===== config.mk =====
export PLATFORM = sky130hd
export DESIGN_NAME = decode_writeback
export DESIGN_NICKNAME = d
export VERILOG_FILES = /design/src/rtl/y86_pkg.sv /design/src/rtl/y86_regfile.sv /design/src/rtl/decode_writeback.sv
export SDC_FILE = /design/constraint.sdc
export NUM_CORES = 2
export LEC_CHECK = 0
export ABC_CLOCK_PERIOD_IN_PS = 7100
export CAP_MARGIN = 15
export CELL_PAD_IN_SITES_DETAIL_PLACEMENT = 0
export CELL_PAD_IN_SITES_GLOBAL_PLACEMENT = 2
export CORE_UTILIZATION = 43
export DETAILED_ROUTE_END_ITERATION = 8
export GPL_TIMING_DRIVEN = 0
export PLACE_DENSITY_LB_ADDON = 0.1
export SLEW_MARGIN = 0
export SYNTH_ARGS = -nofsm -noshare
export SYNTH_HDL_FRONTEND = slang
export SYNTH_HIERARCHICAL = 1
export SYNTH_SLANG_ARGS = --single-unit
export TNS_END_PERCENT = 10

===== constraint.sdc =====
create_clock -name clk -period 7.1 [get_ports clk]
set_input_delay 1.065 -clock clk [delete_from_list [all_inputs] [get_ports clk]]
set_output_delay 1.065 -clock clk [all_outputs]
set_load 0.005 [all_outputs]

===== src/rtl/y86_pkg.sv =====
// Shared Y86-64 decode definitions: icodes, register IDs, bundle layouts and
// the nop bundle loaded into the E register on reset or bubble.
package y86_pkg;

    localparam int XLEN = 64;

    localparam logic [3:0] I_HALT   = 4'h0;
    localparam logic [3:0] I_NOP    = 4'h1;
    localparam logic [3:0] I_RRMOVQ = 4'h2;
    localparam logic [3:0] I_IRMOVQ = 4'h3;
    localparam logic [3:0] I_RMMOVQ = 4'h4;
    localparam logic [3:0] I_MRMOVQ = 4'h5;
    localparam logic [3:0] I_OPQ    = 4'h6;
    localparam logic [3:0] I_JXX    = 4'h7;
    localparam logic [3:0] I_CALL   = 4'h8;
    localparam logic [3:0] I_RET    = 4'h9;
    localparam logic [3:0] I_PUSHQ  = 4'hA;
    localparam logic [3:0] I_POPQ   = 4'hB;

    localparam logic [3:0] RNONE = 4'hF;
    localparam logic [3:0] RSP   = 4'h4;

    // decode_reg layout
    localparam int D_W          = 145;
    localparam int D_IMEM_ERR   = 144;
    localparam int D_ICODE_LSB  = 140;
    localparam int D_IFUN_LSB   = 136;
    localparam int D_RA_LSB     = 132;
    localparam int D_RB_LSB     = 128;
    localparam int D_VALC_LSB   = 64;
    localparam int D_VALP_LSB   = 0;

    // execute_reg layout
    localparam int E_W          = 217;
    localparam int E_STAT_ERR   = 216;
    localparam int E_ICODE_LSB  = 212;
    localparam int E_IFUN_LSB   = 208;
    localparam int E_VALC_LSB   = 144;
    localparam int E_VALA_LSB   = 80;
    localparam int E_VALB_LSB   = 16;
    localparam int E_DSTE_LSB   = 12;
    localparam int E_DSTM_LSB   = 8;
    localparam int E_SRCA_LSB   = 4;
    localparam int E_SRCB_LSB   = 0;

    typedef struct packed {
        logic            stat_err;
        logic [3:0]      icode;
        logic [3:0]      ifun;
        logic [XLEN-1:0] valc;
        logic [XLEN-1:0] vala;
        logic [XLEN-1:0] valb;
        logic [3:0]      dste;
        logic [3:0]      dstm;
        logic [3:0]      srca;
        logic [3:0]      srcb;
    } e_bundle_t;

    localparam e_bundle_t E_NOP = '{
        stat_err: 1'b0, icode: I_NOP, ifun: 4'h0,
        valc: '0, vala: '0, valb: '0,
        dste: RNONE, dstm: RNONE, srca: RNONE, srcb: RNONE
    };

endpackage


===== src/rtl/y86_regfile.sv =====
// 15-entry register file: two combinational read ports (ID F reads 0) and
// two write ports where the M port overrides E on a same-register write.
module y86_regfile
    import y86_pkg::*;
#(
    parameter int DATA_W = 64,
    parameter int NREG   = 15
) (
    input  logic              clk,
    input  logic              rst_n,
    input  logic [3:0]        src_a,
    input  logic [3:0]        src_b,
    output logic [DATA_W-1:0] val_a,
    output logic [DATA_W-1:0] val_b,
    input  logic [3:0]        dst_e,
    input  logic [DATA_W-1:0] val_e,
    input  logic [3:0]        dst_m,
    input  logic [DATA_W-1:0] val_m
);

    logic [DATA_W-1:0] regs [NREG];

    assign val_a = (32'(src_a) < NREG) ? regs[src_a] : '0;
    assign val_b = (32'(src_b) < NREG) ? regs[src_b] : '0;

    // M write is issued last so it wins when both ports target one register
    always_ff @(posedge clk) begin
        if (!rst_n) begin
            for (int i = 0; i < NREG; i++) begin
                regs[i] <= '0;
            end
        end else begin
            if (dst_e != RNONE) regs[dst_e] <= val_e;
            if (dst_m != RNONE) regs[dst_m] <= val_m;
        end
    end

endmodule


===== src/rtl/decode_writeback.sv =====
// Y86-64 decode stage with register-file writeback port and E pipeline register.
// Optional macro DECODE_FWD_EN enables operand forwarding; otherwise hazards stall.
module decode_writeback
    import y86_pkg::*;
#(
    parameter int DATA_W = XLEN,
    parameter int NREG   = 15
) (
    input  logic              clk,
    input  logic              rst_n,
    input  logic [D_W-1:0]    decode_reg,
    input  logic              E_bubble,
    input  logic [3:0]        e_dstE,
    input  logic [DATA_W-1:0] e_valE,
    input  logic [3:0]        M_dstE,
    input  logic [DATA_W-1:0] M_valE,
    input  logic [3:0]        M_dstM,
    input  logic [DATA_W-1:0] m_valM,
    input  logic [3:0]        W_dstE,
    input  logic [DATA_W-1:0] W_valE,
    input  logic [3:0]        W_dstM,
    input  logic [DATA_W-1:0] W_valM,
    output logic [E_W-1:0]    execute_reg,
    output logic [3:0]        d_srcA,
    output logic [3:0]        d_srcB,
    output logic              load_use
);

    logic              imem_err;
    logic [3:0]        icode, ifun, ra, rb;
    logic [DATA_W-1:0] valc, valp;
    logic              illegal;
    logic [3:0]        dste, dstm;
    logic [DATA_W-1:0] rf_a, rf_b, vala, valb;
    e_bundle_t         e_q;

    assign imem_err = decode_reg[D_IMEM_ERR];
    assign icode    = decode_reg[D_ICODE_LSB +: 4];
    assign ifun     = decode_reg[D_IFUN_LSB +: 4];
    assign ra       = decode_reg[D_RA_LSB +: 4];
    assign rb       = decode_reg[D_RB_LSB +: 4];
    assign valc     = decode_reg[D_VALC_LSB +: DATA_W];
    assign valp     = decode_reg[D_VALP_LSB +: DATA_W];
    assign illegal  = (icode > I_POPQ);

    always_comb begin
        d_srcA = RNONE;
        d_srcB = RNONE;
        dste   = RNONE;
        dstm   = RNONE;
        case (icode)
            I_RRMOVQ: begin d_srcA = ra;  dste = rb; end
            I_IRMOVQ: begin dste = rb; end
            I_RMMOVQ: begin d_srcA = ra;  d_srcB = rb; end
            I_MRMOVQ: begin d_srcB = rb;  dstm = ra; end
            I_OPQ:    begin d_srcA = ra;  d_srcB = rb;  dste = rb; end
            I_CALL:   begin d_srcB = RSP; dste = RSP; end
            I_RET:    begin d_srcA = RSP; d_srcB = RSP; dste = RSP; end
            I_PUSHQ:  begin d_srcA = ra;  d_srcB = RSP; dste = RSP; end
            I_POPQ:   begin d_srcA = RSP; d_srcB = RSP; dste = RSP; dstm = ra; end
            default:  ;
        endcase
    end

    y86_regfile #(
        .DATA_W (DATA_W),
        .NREG   (NREG)
    ) u_regfile (
        .clk   (clk),
        .rst_n (rst_n),
        .src_a (d_srcA),
        .src_b (d_srcB),
        .val_a (rf_a),
        .val_b (rf_b),
        .dst_e (W_dstE),
        .val_e (W_valE),
        .dst_m (W_dstM),
        .val_m (W_valM)
    );

`ifdef DECODE_FWD_EN
    // Youngest producer wins; within M, load data beats the ALU result
    function automatic logic [DATA_W-1:0] select_src(input logic [3:0] src,
                                                     input logic [DATA_W-1:0] rf_val);
        if (src == RNONE)  return '0;
        if (src == e_dstE) return e_valE;
        if (src == M_dstM) return m_valM;
        if (src == M_dstE) return M_valE;
        if (src == W_dstM) return W_valM;
        if (src == W_dstE) return W_valE;
        return rf_val;
    endfunction

    assign load_use = ((e_q.icode == I_MRMOVQ) || (e_q.icode == I_POPQ)) &&
                      (e_q.dstm != RNONE) &&
                      ((e_q.dstm == d_srcA) || (e_q.dstm == d_srcB));
`else
    function automatic logic [DATA_W-1:0] select_src(input logic [3:0] src,
                                                     input logic [DATA_W-1:0] rf_val);
        return (src == RNONE) ? '0 : rf_val;
    endfunction

    // Any in-flight writer of a source register stalls decode until it lands
    function automatic logic pending(input logic [3:0] src);
        return (src != RNONE) &&
               ((src == e_q.dste) || (src == e_q.dstm) || (src == M_dstE) ||
                (src == M_dstM)   || (src == W_dstE)   || (src == W_dstM));
    endfunction

    assign load_use = pending(d_srcA) || pending(d_srcB);

    logic unused_fwd;
    assign unused_fwd = ^{e_dstE, e_valE, M_valE, m_valM};
`endif

    assign vala = ((icode == I_CALL) || (icode == I_JXX)) ? valp : select_src(d_srcA, rf_a);
    assign valb = select_src(d_srcB, rf_b);

    // ---- D -> E pipeline register ----
    always_ff @(posedge clk) begin
        if (!rst_n || E_bubble) begin
            e_q <= E_NOP;
        end else if (illegal) begin
            e_q <= '{stat_err: 1'b1, icode: icode, ifun: ifun, valc: valc,
                     vala: vala, valb: valb, dste: RNONE, dstm: RNONE,
                     srca: RNONE, srcb: RNONE};
        end else begin
            e_q <= '{stat_err: imem_err, icode: icode, ifun: ifun, valc: valc,
                     vala: vala, valb: valb, dste: dste, dstm: dstm,
                     srca: d_srcA, srcb: d_srcB};
        end
    end

    assign execute_reg = e_q;

endmodule


## After elaboration in Yosys (flattened, before gate mapping)

Memories as Yosys holds them, arrays and structs flattened.
Cells that the tools add are included.

- Input port bits: 488
- Memories: 1
- Flip-flop bits (word level): 217
- Bits in writable memories: 960
- Word-level logic and storage cells: 92
- Output and inout bits: 226

Memories:

| memory | words | width | read ports | clocked after memory_dff | wr ports | RTL line | RTL |
|---|---|---|---|---|---|---|---|
| u_regfile.regs | 15 | 64 | 2 | 0 | 15 | y86_regfile.sv:21 | `logic [DATA_W-1:0] regs [NREG];` |

- Reductions and logical operators: 26
- Mux-type cells: 23
- Bitwise operators: 1
- Eq/ne operators: 28
- $lt $le $gt $ge: 3

Operators with widths:

| operator | number |
|---|---|
| 2-to-1 mux 64 bit | 7 |
| 2-to-1 mux 217 bit | 1 |
| OR reduction 64 bit | 2 |
| == test 4 bit | 12 |
| == test 4 bit (second input constant) | 6 |
| case mux 4 bit (2 select lines) | 3 |
| == test 4 x 3 -> 1 bit (second input constant) | 4 |
| != test 4 bit (second input constant) | 4 |
| logical OR 1 bit | 13 |
| 2-to-1 mux 4 bit | 3 |
| 2-to-1 mux 1 bit | 9 |
| OR reduction 3 bit | 3 |
| == test 4 x 2 -> 1 bit (second input constant) | 2 |
| < comparator 4 bit (second input constant) | 2 |
| OR reduction 4 bit | 2 |
| OR reduction 2 bit | 3 |
| greater-than comparator 4 bit (second input constant) | 1 |
| logical AND 1 bit | 2 |
| logical NOT 1 bit | 1 |
| NOT 1 bit | 1 |

## Depth between registers and ports, before layout

- Depth after elaboration: 11
- Depth in mapped cells: 15
- Gate-level depth less buffers: 10

## Modules after synthesis

Netlist, hierarchy kept.

By module, submodules not included:

| module | seq. area each (µm²) | cells an instance | times used | area each (µm²) |
|---|---|---|---|---|
| y86_regfile | 28827.6 | 3839 | 1 | 54192.0 |
| decode_writeback | 4344.2 | 649 | 1 | 7091.8 |

## Least setup slack after synthesis

OpenSTA, ideal clock, no wires.

- Path type: input port to flip-flop
- Start: in W_dstM[2]
- End: mem u_regfile.regs[11][0], enable pin
- Setup slack: 1864 ps
- Stages: 3
- Data required time: 6586 ps
- Setup time: 514 ps
- Path buffers: 1
- Arrival: 4722 ps
- Cells stage by stage: buf_2 -> nand2b_1 -> o221ai_1

RTL lines:

| element | RTL line | RTL |
|---|---|---|
| from (decl) | decode_writeback.sv:21 | `input logic [3:0] W_dstM,` |
| to (decl) | y86_regfile.sv:21 |  |

## Final worst setup path

- Start: in decode_reg[140]
- End: out load_use

- Cells in the longest elaborated chain, start to end: 11
- Elaborated cells between the ends (all ways): 41
- Those cells by class: 22 x eq/ne; 2 x mux; 17 x reduce/logical

Ends and longest elaborated chain:

| element | RTL line | RTL |
|---|---|---|
| from (decl) | decode_writeback.sv:11 | `input logic [D_W-1:0] decode_reg,` |
| == test 4 bit (tied with other cells) | decode_writeback.sv:51 | `case (icode)` |
| OR reduction 4 bit (no line) (tied with other cells) | n/a |  |
| case mux 4 bit (2 select lines) | decode_writeback.sv:51 |  |
| == test 4 bit | decode_writeback.sv:106 | `((src == e_q.dste) \|\| (src == e_q.dstm) \|\| (src == M_dstE) \|\|` |
| logical OR 1 bit (3 in series) | decode_writeback.sv:106 |  |
| logical OR 1 bit (2 in series) | decode_writeback.sv:107 | `(src == M_dstM) \|\| (src == W_dstE) \|\| (src == W_dstM));` |
| logical AND 1 bit | decode_writeback.sv:105 | `return (src != RNONE) &&` |
| logical OR 1 bit * | decode_writeback.sv:110 | `assign load_use = pending(d_srcA) \|\| pending(d_srcB);` |
| to (decl) | decode_writeback.sv:26 | `output logic load_use` |

Every way passes the cells marked *; elsewhere a longest branch is shown, timed or not.

==> impl_metrics.env <==
export IMPL_power_density_nw_per_um2=244
export IMPL_clockRootBuffer="clkbuf_16"
export IMPL_hold_class="primary input to flop"
export IMPL_post_route_util_pct=53.2
export IMPL_crit_path_cell_trace="clkdlybuf4s50_1 -> clkbuf_1 -> a21oi_1 -> o32ai_4 -> inv_2 -> nand4_1 -> buf_2 -> buf_6 -> o21ai_1 -> o21ai_1 -> clkdlybuf4s50_1"
export IMPL_area_growth_pct=22.8
export IMPL_drc=0
export IMPL_clk_pin_slew_worst_paths_ns=0.06
export IMPL_routedWlPerCell_um=37.7
export IMPL_initial_core_util_pct=43.3
export IMPL_dp_hpwl_um=194000
export IMPL_fmax_mhz=172
export IMPL_finalNonFillerCells=7263
export IMPL_fin_crit_sh_pct=82.0
export IMPL_grt_max_degree=34
export IMPL_reg2reg_depth=5
export IMPL_max_cap_violations=0
export IMPL_cp_required_ns=6.03
export IMPL_ctsHoldBuffers=0
export IMPL_io_buffers=515
export IMPL_cts_resized=0
export IMPL_arrival_ns=4.76
export IMPL_skew_ns=0.0267
export IMPL_async_flop_share_pct=0
export IMPL_grt_pass1_vias=48400
export IMPL_die_area_um2=144000
export IMPL_hold_slack_ns=0.616
export IMPL_rsz0062_at_grt="false"
export IMPL_period_needed_ns=5.82
export IMPL_clock_latency_ns=0.78
export IMPL_multi_input_area_um2=25200
export IMPL_synth_edf_count=960
export IMPL_stdcell_area_um2=75200
export IMPL_grt_pass1_wl_um=374000
export IMPL_ys_warn_count=6
export IMPL_chipHeight_um=380
export IMPL_critPathTopFamily="buffers and inverters"
export IMPL_synth_area_um2=61300
export IMPL_cts_buffers=139
export IMPL_maxSlewHeadroom_pct=8.59
export IMPL_cpMaxStageDelayCell="buf_2"
export IMPL_seq_area_frac_synth_pct=54.1
export IMPL_criticalPathCategory="primary input to output port"
export IMPL_ys_flop_type="edfxtp_1"
export IMPL_run_status="complete, no violations"
export IMPL_crit_path_end_kind="output port"
export IMPL_vias=49500
export IMPL_seq_area_um2=33200
export IMPL_syn_area_per_cell_um2=13.7
export IMPL_cp_num_cells=11
export IMPL_hold_depth=2
export IMPL_via_per_inst=6.82
export IMPL_cp_slowest_stage_delay_ns=0.70
export IMPL_io_pins=714
export IMPL_crit_fanout=10
export IMPL_placed_cells=6996
export IMPL_syn_inst=4488
export IMPL_final_hold_violation_count=0
export IMPL_ys_seq_elements=1177
export IMPL_slew_violations=0
export IMPL_grtUsageTotal_pct=37.0
export IMPL_cts_setup_buffers=0
export IMPL_grt_overflow=0
export IMPL_critical_path_buf_inv_count=6
export IMPL_yosysUniqueCellTypes=61
export IMPL_largest_reg_flops=960
export IMPL_ant_nets=0
export IMPL_vdd_ir_drop_worst_mv=0.207
export IMPL_drt_iter0_markers=6723
export IMPL_dpl_cell_area_um2=70700
export IMPL_worst_setup_path_start_kind="primary input"
export IMPL_finalNetCount=5739
export IMPL_dr_pass1_iters=6
export IMPL_tightest_slew_ns=1.37
export IMPL_setup_violations=0
export IMPL_p_leak_nw=27.9
export IMPL_antenna_found_initial=25
export IMPL_cts_buffer_depth=3
export IMPL_rows=138
export IMPL_die_w_um=380
export IMPL_coreArea_um2=141000
export IMPL_setup_tns_ns=0
export IMPL_cts_sinks=1177
export IMPL_nFillCells=12000
export IMPL_tritoncts="done"
export IMPL_gp_congestion=0.906
export IMPL_cts_max_level=4
export IMPL_drive_gt1_share_pct=17.1
export IMPL_syn_nets=4976
export IMPL_drt_wl_total_um=274000
worst register-to-register path, delay by kind of cell (launching register included):
family / cells / cell delay [ns]
compound gates: 2 / 0.78
mux: 1 / 0.50
flops: 1 / 0.39
simple gates: 2 / 0.19
Yosys cell counts, drive strengths merged (2+ instances only):
cell type	instances	share of area (%)
a22o	960	14
edfxtp	960	47
mux2i	320	5.2
clkbuf	299	1.8
buf	285	2.5
mux4	257	9.4
dfxtp	217	7.1
a22oi	189	2.3
and2	137	1.4
o22ai	126	1.3
nand2	92	0.58
nor2	92	0.63
o21ai	74	0.67
inv	73	0.45
o211ai	65	0.80
o221ai	65	0.93
mux2	63	1.2
a221oi	62	0.89
xnor2	24	0.34
xor2	24	0.34
nand3b	14	0.17
nand2b	12	0.12
nor2b	11	0.12
nand3	9	0.073
nand4	9	0.092
nor3	8	0.11
a21oi	7	0.057
nor4	7	0.12
nor3b	4	0.057
and3b	3	0.043
o32ai	3	0.13
o41ai	3	0.043
a211oi	2	0.024
o31ai	2	0.033
layout by cell type, fill, tap and decap left out, types with 26 or more instances in the layout:
master	n
and2_1	137
inv_1	70
buf_1	31
clkinv_1	26
a221oi_1	62
a22oi_1	189
o21ai_0	68
buf_8	49
mux2_2	63
buf_2	210
nand2_1	91
o211ai_1	65
clkbuf_16	144
mux4_2	257
dfxtp_1	217
clkdlybuf4s50_1	515
buf_16	33
edfxtp_1	960
nor2_1	75
o22ai_1	126
buf_4	43
a22o_1	960
mux2i_1	320
o221ai_1	64
clkbuf_1	329
final cells by class:
cell class                      instances  share of cell area (%)
Antenna cell                           12                  0.0399
Tap cell                             1890                    3.14
Sequential cell                      1177                    44.1
Clock inverter                         71                   0.881
Buffer                                584                    3.57
Multi-Input combinational cell       2653                    33.5
Timing Repair Buffer                  622                    9.38
Clock buffer                          180                    5.04
Inverter                               74                   0.369
report_power, final:
group          internal [mW]  total, mW  switching [mW]  leakage (nW)
Combinational           1.24       3.01            1.77          14.7
Clock                   4.16       7.14            2.98          2.18
Sequential              7.98       8.21           0.233          11.1
Total                   13.4       18.4            4.98          27.9
through the flow:
stage                     total power [mW]  worst slack (ns)
after detailed placement              11.3              1.29
after global placement                11.2             -4.26
after CTS                             18.3              1.34
after global routing                  18.8              1.13
after floorplan                       9.83              1.86
final                                 18.4              1.28
final timing paths:
path / from / end / slack (ns)
worst max-delay path: decode_reg[140] / load_use / 1.28
worst min-delay path: decode_reg[142] / execute_reg[214] / 0.62
worst max register to register: u_regfile/regs[0][30] / execute_reg[110] / 5.10
worst min register to register: u_regfile/regs[13][55] / execute_reg[71] / 0.73
cells by family (layout without fill, tap and decap cells):
group | count (synthesis) | in the layout | synth area share [%]
compound gates | 1565 | 1565 | 21.0
buf+inv | 658 | 1531 | 4.83
xor+xnor | 48 | 48 | 0.686
simple gates | 400 | 400 | 3.53
other cells | 0 | 12 | 0
flops | 1177 | 1177 | 54.1
mux | 640 | 640 | 15.8
layer usage:
layer / global-route usage [%] / routed length (um) / share of wire, %
met3: 10.2 / 31300 / 11
met1: 48.2 / 105000 / 38
met4: 18.3 / 14300 / 5.2
met5: 0 / 103 / 0.038
met2: 56.6 / 123000 / 45
Power figures use the tool's default switching activity.
